**config.mk**
```make
export PLATFORM = sky130hd
export DESIGN_NAME = instruction_cache
export DESIGN_NICKNAME = d
export VERILOG_FILES = /design/src/rtl/instruction_cache.sv
export SDC_FILE = /design/constraint.sdc
export NUM_CORES = 1
export LEC_CHECK = 0
export CELL_PAD_IN_SITES_DETAIL_PLACEMENT = 1
export CELL_PAD_IN_SITES_GLOBAL_PLACEMENT = 1
export CORE_MARGIN = 1.5
export CORE_UTILIZATION = 53
export CTS_BUF_LIST = sky130_fd_sc_hd__clkbuf_8 sky130_fd_sc_hd__clkbuf_16
export CTS_CLUSTER_DIAMETER = 150
export DETAILED_ROUTE_END_ITERATION = 10
export PLACE_DENSITY_LB_ADDON = 0.1
export SYNTH_ARGS = -nofsm -noshare
export SYNTH_HDL_FRONTEND = slang
export SYNTH_SLANG_ARGS = --single-unit
export TNS_END_PERCENT = 5
```
**constraint.sdc**
```tcl
create_clock -name CLK -period 16.8 [get_ports CLK]
set_input_delay 3.36 -clock CLK [delete_from_list [all_inputs] [get_ports CLK]]
set_output_delay 3.36 -clock CLK [all_outputs]
set_load 0.01 [all_outputs]
```
**src/rtl/instruction_cache.sv**
```systemverilog
// ---------------------------------------------------------------------------
// instruction_cache
//
// Direct-mapped, read-only instruction cache with 16-byte (4-word) lines.
// A hit returns the instruction combinationally in the same cycle.
// A miss stalls the CPU. It then fetches the whole block from instruction
// memory and refills the line. The fetch goes through a two-state FSM:
// IDLE and MEM_FETCH.
//
// Optional feature:
//   ICACHE_STATS_EN - when defined, the cache keeps saturating 16-bit
//                     hit/miss counters. When undefined, no counter
//                     registers exist and HIT_COUNT/MISS_COUNT read 0.
//
// Parameters:
//   NUM_BLOCKS   number of direct-mapped lines (power of two, 2..32)
//   ADDR_WIDTH   width of the CPU byte address
//
// Ports:
//   CLK           clock; all state changes on the rising edge
//   RESET         synchronous active-high reset
//   READ          CPU fetch request
//   ADDRESS       CPU byte address (PC); bits [1:0] are ignored
//   READDATA      fetched instruction word
//   BUSYWAIT      high while the CPU must stall
//   MEM_READ      block-read request to instruction memory
//   MEM_ADDRESS   block address {tag,index} of the outstanding fetch
//   MEM_READDATA  16-byte block returned by memory (word k at [32k+31:32k])
//   MEM_BUSYWAIT  high while memory is busy
//   HIT_COUNT     number of IDLE-cycle hits (saturating)
//   MISS_COUNT    number of misses issued to memory (saturating)
// ---------------------------------------------------------------------------
module instruction_cache #(
  parameter int NUM_BLOCKS = 8,
  parameter int ADDR_WIDTH = 10
) (
  input  logic                  CLK,
  input  logic                  RESET,
  input  logic                  READ,
  input  logic [ADDR_WIDTH-1:0] ADDRESS,
  output logic [31:0]           READDATA,
  output logic                  BUSYWAIT,
  output logic                  MEM_READ,
  output logic [ADDR_WIDTH-5:0] MEM_ADDRESS,
  input  logic [127:0]          MEM_READDATA,
  input  logic                  MEM_BUSYWAIT,
  output logic [15:0]           HIT_COUNT,
  output logic [15:0]           MISS_COUNT
);

  localparam int INDEX_W = $clog2(NUM_BLOCKS);
  localparam int TAG_W   = ADDR_WIDTH - 4 - INDEX_W;

  localparam logic [0:0] IDLE      = 1'b0;
  localparam logic [0:0] MEM_FETCH = 1'b1;

  // Address fields of the current CPU request
  logic [1:0]         offset;
  logic [INDEX_W-1:0] index;
  logic [TAG_W-1:0]   tag;

  assign offset = ADDRESS[3:2];
  assign index  = ADDRESS[INDEX_W+3:4];
  assign tag    = ADDRESS[ADDR_WIDTH-1:INDEX_W+4];

  // The byte-lane bits never select anything: fetches are word aligned.
  logic unused_byte_bits;
  assign unused_byte_bits = ^ADDRESS[1:0];

  // Line storage. The data and tag arrays are not reset. A line is only
  // ever observed through its valid bit, so stale contents are harmless.
  logic [127:0]          data_mem [NUM_BLOCKS];
  logic [TAG_W-1:0]      tag_mem  [NUM_BLOCKS];
  logic [NUM_BLOCKS-1:0] valid_reg;

  logic [0:0]            state_reg, state_next;
  logic [ADDR_WIDTH-5:0] mem_address_reg, mem_address_next;

  // Refill target comes from the registered block address, never from
  // ADDRESS. The CPU is free to change ADDRESS while the fetch is pending.
  logic [INDEX_W-1:0]    fill_index;
  logic [TAG_W-1:0]      fill_tag;
  logic                  fill_en;
  logic [NUM_BLOCKS-1:0] fill_line_sel;

  assign fill_index = mem_address_reg[INDEX_W-1:0];
  assign fill_tag   = mem_address_reg[ADDR_WIDTH-5:INDEX_W];

  // Reset wins over a refill that completes on the same edge.
  assign fill_en = (state_reg == MEM_FETCH) && !MEM_BUSYWAIT && !RESET;

  genvar gi;
  generate
    for (gi = 0; gi < NUM_BLOCKS; gi++) begin : g_line_sel
      assign fill_line_sel[gi] = (fill_index == INDEX_W'(gi));
    end
  endgenerate

  // Lookup of the indexed line
  logic [127:0] line_data;
  logic [31:0]  line_words [4];
  logic         line_valid;
  logic         lookup_hit;

  assign line_data  = data_mem[index];
  assign line_valid = valid_reg[index];

  generate
    for (gi = 0; gi < 4; gi++) begin : g_word_split
      assign line_words[gi] = line_data[32*gi +: 32];
    end
  endgenerate

  assign lookup_hit = READ && line_valid && (tag_mem[index] == tag);

  // An invalid line reads as zero. This keeps READDATA clean after reset
  // without having to clear the data array.
  assign READDATA    = line_valid ? line_words[offset] : 32'd0;
  assign MEM_ADDRESS = mem_address_reg;

  // Control FSM
  logic hit_evt;
  logic miss_evt;

  always_comb begin
    state_next       = state_reg;
    mem_address_next = mem_address_reg;
    BUSYWAIT         = 1'b0;
    MEM_READ         = 1'b0;
    hit_evt          = 1'b0;
    miss_evt         = 1'b0;
    case (state_reg)
      IDLE: begin
        if (READ && !lookup_hit) begin
          BUSYWAIT         = 1'b1;
          miss_evt         = 1'b1;
          mem_address_next = {tag, index};
          state_next       = MEM_FETCH;
        end else if (lookup_hit) begin
          hit_evt = 1'b1;
        end
      end
      MEM_FETCH: begin
        // Stall continues through the refill cycle. The hit is served from
        // IDLE on the following cycle.
        BUSYWAIT = 1'b1;
        MEM_READ = 1'b1;
        if (!MEM_BUSYWAIT) begin
          state_next = IDLE;
        end
      end
      default: begin
        state_next = IDLE;
      end
    endcase
  end

  always_ff @(posedge CLK) begin
    if (RESET) begin
      state_reg       <= IDLE;
      mem_address_reg <= '0;
      valid_reg       <= '0;
    end else begin
      state_reg       <= state_next;
      mem_address_reg <= mem_address_next;
      if (fill_en) begin
        valid_reg <= valid_reg | fill_line_sel;
      end
    end
  end

  always_ff @(posedge CLK) begin
    if (fill_en) begin
      data_mem[fill_index] <= MEM_READDATA;
      tag_mem[fill_index]  <= fill_tag;
    end
  end

`ifdef ICACHE_STATS_EN
  logic [15:0] hit_count_reg;
  logic [15:0] miss_count_reg;

  always_ff @(posedge CLK) begin
    if (RESET) begin
      hit_count_reg  <= 16'd0;
      miss_count_reg <= 16'd0;
    end else begin
      if (hit_evt && (hit_count_reg != 16'hFFFF)) begin
        hit_count_reg <= hit_count_reg + 16'd1;
      end
      if (miss_evt && (miss_count_reg != 16'hFFFF)) begin
        miss_count_reg <= miss_count_reg + 16'd1;
      end
    end
  end

  assign HIT_COUNT  = hit_count_reg;
  assign MISS_COUNT = miss_count_reg;
`else
  // Event strobes have no consumer without the statistics block.
  logic unused_stat_events;
  assign unused_stat_events = hit_evt ^ miss_evt;

  assign HIT_COUNT  = 16'd0;
  assign MISS_COUNT = 16'd0;
`endif

endmodule

```
==> reports/summary.log <==
qor: worst_setup_path.critical-path-top-delay-family buffers and inverters
qor: worst_setup_path.worst_setup_path_startpoint ADDRESS[4]
qor: synthesis.synth.avg_cell_area 24.8 µm²
qor: pwr.power.density_cell_area 117 nW/µm²
qor: placed_design.dpl_cell_area 43,600 µm²
qor: drt.routed_wl 86,400 µm
qor: global_route.grt_remaining_overflow 0
qor: status.run_status finished, final reports clean
qor: placed_design.buffer_ports.inserted 179
qor: synthesis.yosys_synthesis_warning_count 0
qor: timing.period_needed 10,620 ps
qor: pwr.vdd_drop_max 103 µV
qor: synthesis.yosysTopAreaCellShare 77.3%
qor: pwr.fin_total_pwr 5.49 mW
qor: global_route.grt_first_pass_wirelength 129,000 µm
qor: synthesis.synthMostInstantiatedCell sky130_fd_sc_hd__edfxtp_1
qor: worst_setup_path.reg2reg_slack 13,260 ps
qor: cells_and_area.layout.cell_area.non_filler 47,000 µm²
qor: global_route.first_global_vias 19,271
qor: min_path.min-delay-path-class flop to flop
qor: cells_and_area.fillers 5,976
qor: clock_network.cts_resized 0
qor: drt.drtIter0Drc 1,402
qor: cells_and_area.layout-drive-gt1-share 25.8%
qor: synthesis.synth.cells.most_frequent sky130_fd_sc_hd__edfxtp_1 (1,048), sky130_fd_sc_hd__mux4_2 (321), sky130_fd_sc_hd__nor2_1 (55)
qor: clock_network.ctsRootBufferMaster sky130_fd_sc_hd__clkbuf_16
qor: floorplan.initial_standard_cell_utilization_of_the_core 53.6%
qor: synthesis.async_reset_ff_share 0%
qor: synthesis.post_synth_instance_area 40,700 µm²
qor: floorplan.floorplan.die.height 280 µm
qor: timing.final.setup_skew 22.6 ps
qor: timing.drv_slew 0
qor: drt.drt.antenna.violating_nets 0
qor: placed_design.gp_routability_congestion 0.718
qor: timing.rsz0062_at_grt no
qor: timing.final.setup.tns 0 ps
qor: synthesis.postSynthCellCount 1,640
qor: global_route.global_route.usage.total 22.8%
qor: synthesis.synth-edff-count 1,048
qor: timing.worst_pin_slew 1140 ps
qor: synthesis.ys_seq_elements 1,063
qor: floorplan.io_pins 214
qor: timing.max_clock_freq 94.2 MHz
qor: worst_setup_path.critPathMaxStageDelay 910 ps
qor: worst_setup_path.cp.buffers_inverters 3
qor: worst_setup_path.crit_path_end_kind output pin
qor: synthesis.synth.largest_area_cell sky130_fd_sc_hd__edfxtp_1
qor: floorplan.die_area 78,500 µm²
qor: clock_network.hold_buffers 0
qor: timing.max_slew_margin 23.7%
qor: floorplan.floorplan.die.width 280 µm
qor: worst_setup_path.worst-setup-path-type input pin to output pin
qor: synthesis.dominantRegCellSynth sky130_fd_sc_hd__edfxtp_1
qor: worst_setup_path.critical_path_peak_fanout 79
qor: drt.via_count 17,587
qor: worst_setup_path.rr_endpoint data_mem[3][93]
qor: cells_and_area.layout.core_utilization 61.9%
qor: clock_network.cts.reportedPaths.clkPinSlew 50 ps
qor: worst_setup_path.crit_chain buf_8 -> buf_4 -> mux4_2 -> mux4_2 -> mux2i_1 -> nor2_1 -> clkdlybuf4s50_1
qor: global_route.grt_start_max_net_pins 133
qor: floorplan.fp.coreArea 75,900 µm²
qor: worst_setup_path.crit_path_top_delay_cell sky130_fd_sc_hd__buf_4
qor: timing.final_setup_violation_count 0
qor: cells_and_area.fin_nets 2,006
qor: clock_network.skew_pair_late_insertion_delay 670 ps
qor: clock_network.cts_tree built
qor: worst_setup_path.path_depth 7
qor: clock_network.numCtsBuffers 107
qor: cells_and_area.diodes 0
qor: worst_setup_path.cp_data_arrival_time 7260 ps
qor: cells_and_area.areaGrowthSynthToFinish 15.4%
qor: drt.drt-wirelength-per-cell 29.0 µm
qor: worst_setup_path.setup.worst_path.start_class input pin
qor: pwr.power.leakage 14.8 nW
qor: placed_design.post-place-cells 2,785
qor: floorplan.count_of_standard_cell_rows 101
qor: flow_run.drv_cap 0
qor: drt.number_of_optimization_iterations_in_the_first_detailed_route_pass 5
qor: cells_and_area.post_layout_nonfiller_instances 2,978
qor: synthesis.yosysSeqAreaShare 78.0%
qor: cells_and_area.largest_register_ff_count 1,024
qor: synthesis.synth.lib_cells_used.distinct 26
qor: worst_setup_path.r2r_cells 4
qor: placed_design.dpl_hpwl 44,300 µm
qor: timing.post_route_fraction_of_the_period_consumed_by_the_critical_path 63.2%
qor: worst_setup_path.path_common_cell sky130_fd_sc_hd__mux4_2
qor: timing.hold_violations 0
qor: clock_network.worst_case_clock_buffer_depth 3
qor: worst_setup_path.reg2reg_from state_reg
qor: clock_network.cts_htree_levels 3
qor: worst_setup_path.worstSetupEndpoint READDATA[1]
qor: clock_network.post-cts-setup-buffer-count 0
qor: global_route.grt_antenna_before_repair 12
qor: drt.post_drt_via_cell_ratio 5.91
qor: clock_network.clock_sinks 1,063
qor: synthesis.post_synth_main_area_contributors sky130_fd_sc_hd__edfxtp_1 (77%), sky130_fd_sc_hd__mux4_2 (18%), sky130_fd_sc_hd__mux2i_1 (1.3%)
qor: drt.remaining_drc_errors 0
qor: worst_setup_path.cp.required 13,440 ps
==> placed cells by master, fill, tap and decap left out <==
cell type | netlist | routed
sky130_fd_sc_hd__buf_12 | 0 | 8
sky130_fd_sc_hd__nor3_2 | 0 | 2
sky130_fd_sc_hd__nand4_1 | 1 | 1
sky130_fd_sc_hd__clkinv_2 | 0 | 15
sky130_fd_sc_hd__buf_4 | 44 | 15
sky130_fd_sc_hd__clkinvlp_4 | 0 | 3
sky130_fd_sc_hd__clkinv_8 | 0 | 3
sky130_fd_sc_hd__nor2_4 | 0 | 6
sky130_fd_sc_hd__nand2_1 | 1 | 1
sky130_fd_sc_hd__nand2b_1 | 15 | 15
sky130_fd_sc_hd__nor2_1 | 55 | 49
sky130_fd_sc_hd__o21ba_1 | 1 | 1
sky130_fd_sc_hd__inv_6 | 0 | 1
sky130_fd_sc_hd__conb_1 | 1 | 32
sky130_fd_sc_hd__nand3_1 | 1 | 1
sky130_fd_sc_hd__xor2_1 | 3 | 3
sky130_fd_sc_hd__mux4_1 | 4 | 4
sky130_fd_sc_hd__clkdlybuf4s50_1 | 0 | 174
sky130_fd_sc_hd__buf_8 | 2 | 2
sky130_fd_sc_hd__inv_1 | 1 | 23
sky130_fd_sc_hd__mux2i_1 | 51 | 50
sky130_fd_sc_hd__a21o_1 | 1 | 1
sky130_fd_sc_hd__and2_1 | 1 | 1
sky130_fd_sc_hd__buf_2 | 18 | 1
sky130_fd_sc_hd__mux2i_4 | 0 | 1
sky130_fd_sc_hd__dfxtp_1 | 15 | 15
sky130_fd_sc_hd__clkbuf_8 | 0 | 3
sky130_fd_sc_hd__clkbuf_16 | 0 | 110
sky130_fd_sc_hd__nand3b_1 | 1 | 1
sky130_fd_sc_hd__clkinv_1 | 0 | 26
sky130_fd_sc_hd__mux4_2 | 321 | 321
sky130_fd_sc_hd__a41oi_4 | 1 | 1
sky130_fd_sc_hd__bufinv_16 | 0 | 10
sky130_fd_sc_hd__edfxtp_1 | 1048 | 1048
==> cells by family (layout without fill, tap and decap cells) <==
logic type	Yosys count	in the layout	share of synthesized area, %
multiplexers	376	376	19.3
flip-flops	1063	1063	78.0
AND/OR/NAND/NOR	77	77	0.833
buffers and inverters	117	394	1.70
AO/OA/AOI/OAI	3	3	0.111
other	1	32	0.00921
XOR/XNOR	3	3	0.0645
==> worst reg2reg max path, stage by stage, from the launching register on <==
cell and delay (ps):
sky130_fd_sc_hd__dfxtp_1 430, sky130_fd_sc_hd__nand3b_1 360, sky130_fd_sc_hd__nor2_4 830, sky130_fd_sc_hd__buf_4 810, sky130_fd_sc_hd__buf_4 720
==> routing by layer <==
metal / track usage (%) / wire length, µm
met1: 31.1 / 35200
met2: 38.1 / 44400
met3: 4.46 / 4560
met4: 6.31 / 2030
met5: 0 / 138
==> worst min-delay path by stage <==
| stage | start | to | cells after the start |
|---|---|---|---|
| floorplan | valid_reg[2] | valid_reg[2] | 2 |
| global placement | valid_reg[6] | valid_reg[6] | 2 |
| detailed placement | valid_reg[3] | valid_reg[3] | 2 |
| CTS | valid_reg[3] | valid_reg[3] | 2 |
| global route | valid_reg[3] | valid_reg[3] | 2 |
| finish | valid_reg[3] | valid_reg[3] | 2 |
==> stage by stage <==
stage,hold WS [ps],setup WS [ps]
2_1_floorplan,435,3490
3_3_place_gp,446,6070
3_5_place_dp,465,6070
4_1_cts,478,6090
5_1_grt,506,5890
6_report,478,6180
==> power breakdown <==
part           total, mW  internal (mW)  switching [mW]
clock network       2.30           1.34           0.959
logic              0.256          0.125           0.131
registers           2.93           2.93         0.00504
total               5.49           4.39            1.09
==> final cells by class <==
class / instances / area, µm² / share of cell area (%)
sequential: 1063 / 31800 / 67.6
multi-input combinational: 491 / 8440 / 18.0
clock buffer: 113 / 2790 / 5.95
timing repair buffer: 200 / 2050 / 4.36
tap: 1030 / 1290 / 2.74
clock inverter: 80 / 636 / 1.35
inverter: 1 / 3.75 / 0.00799
Note: power is estimated with default switching activity, not from simulation.
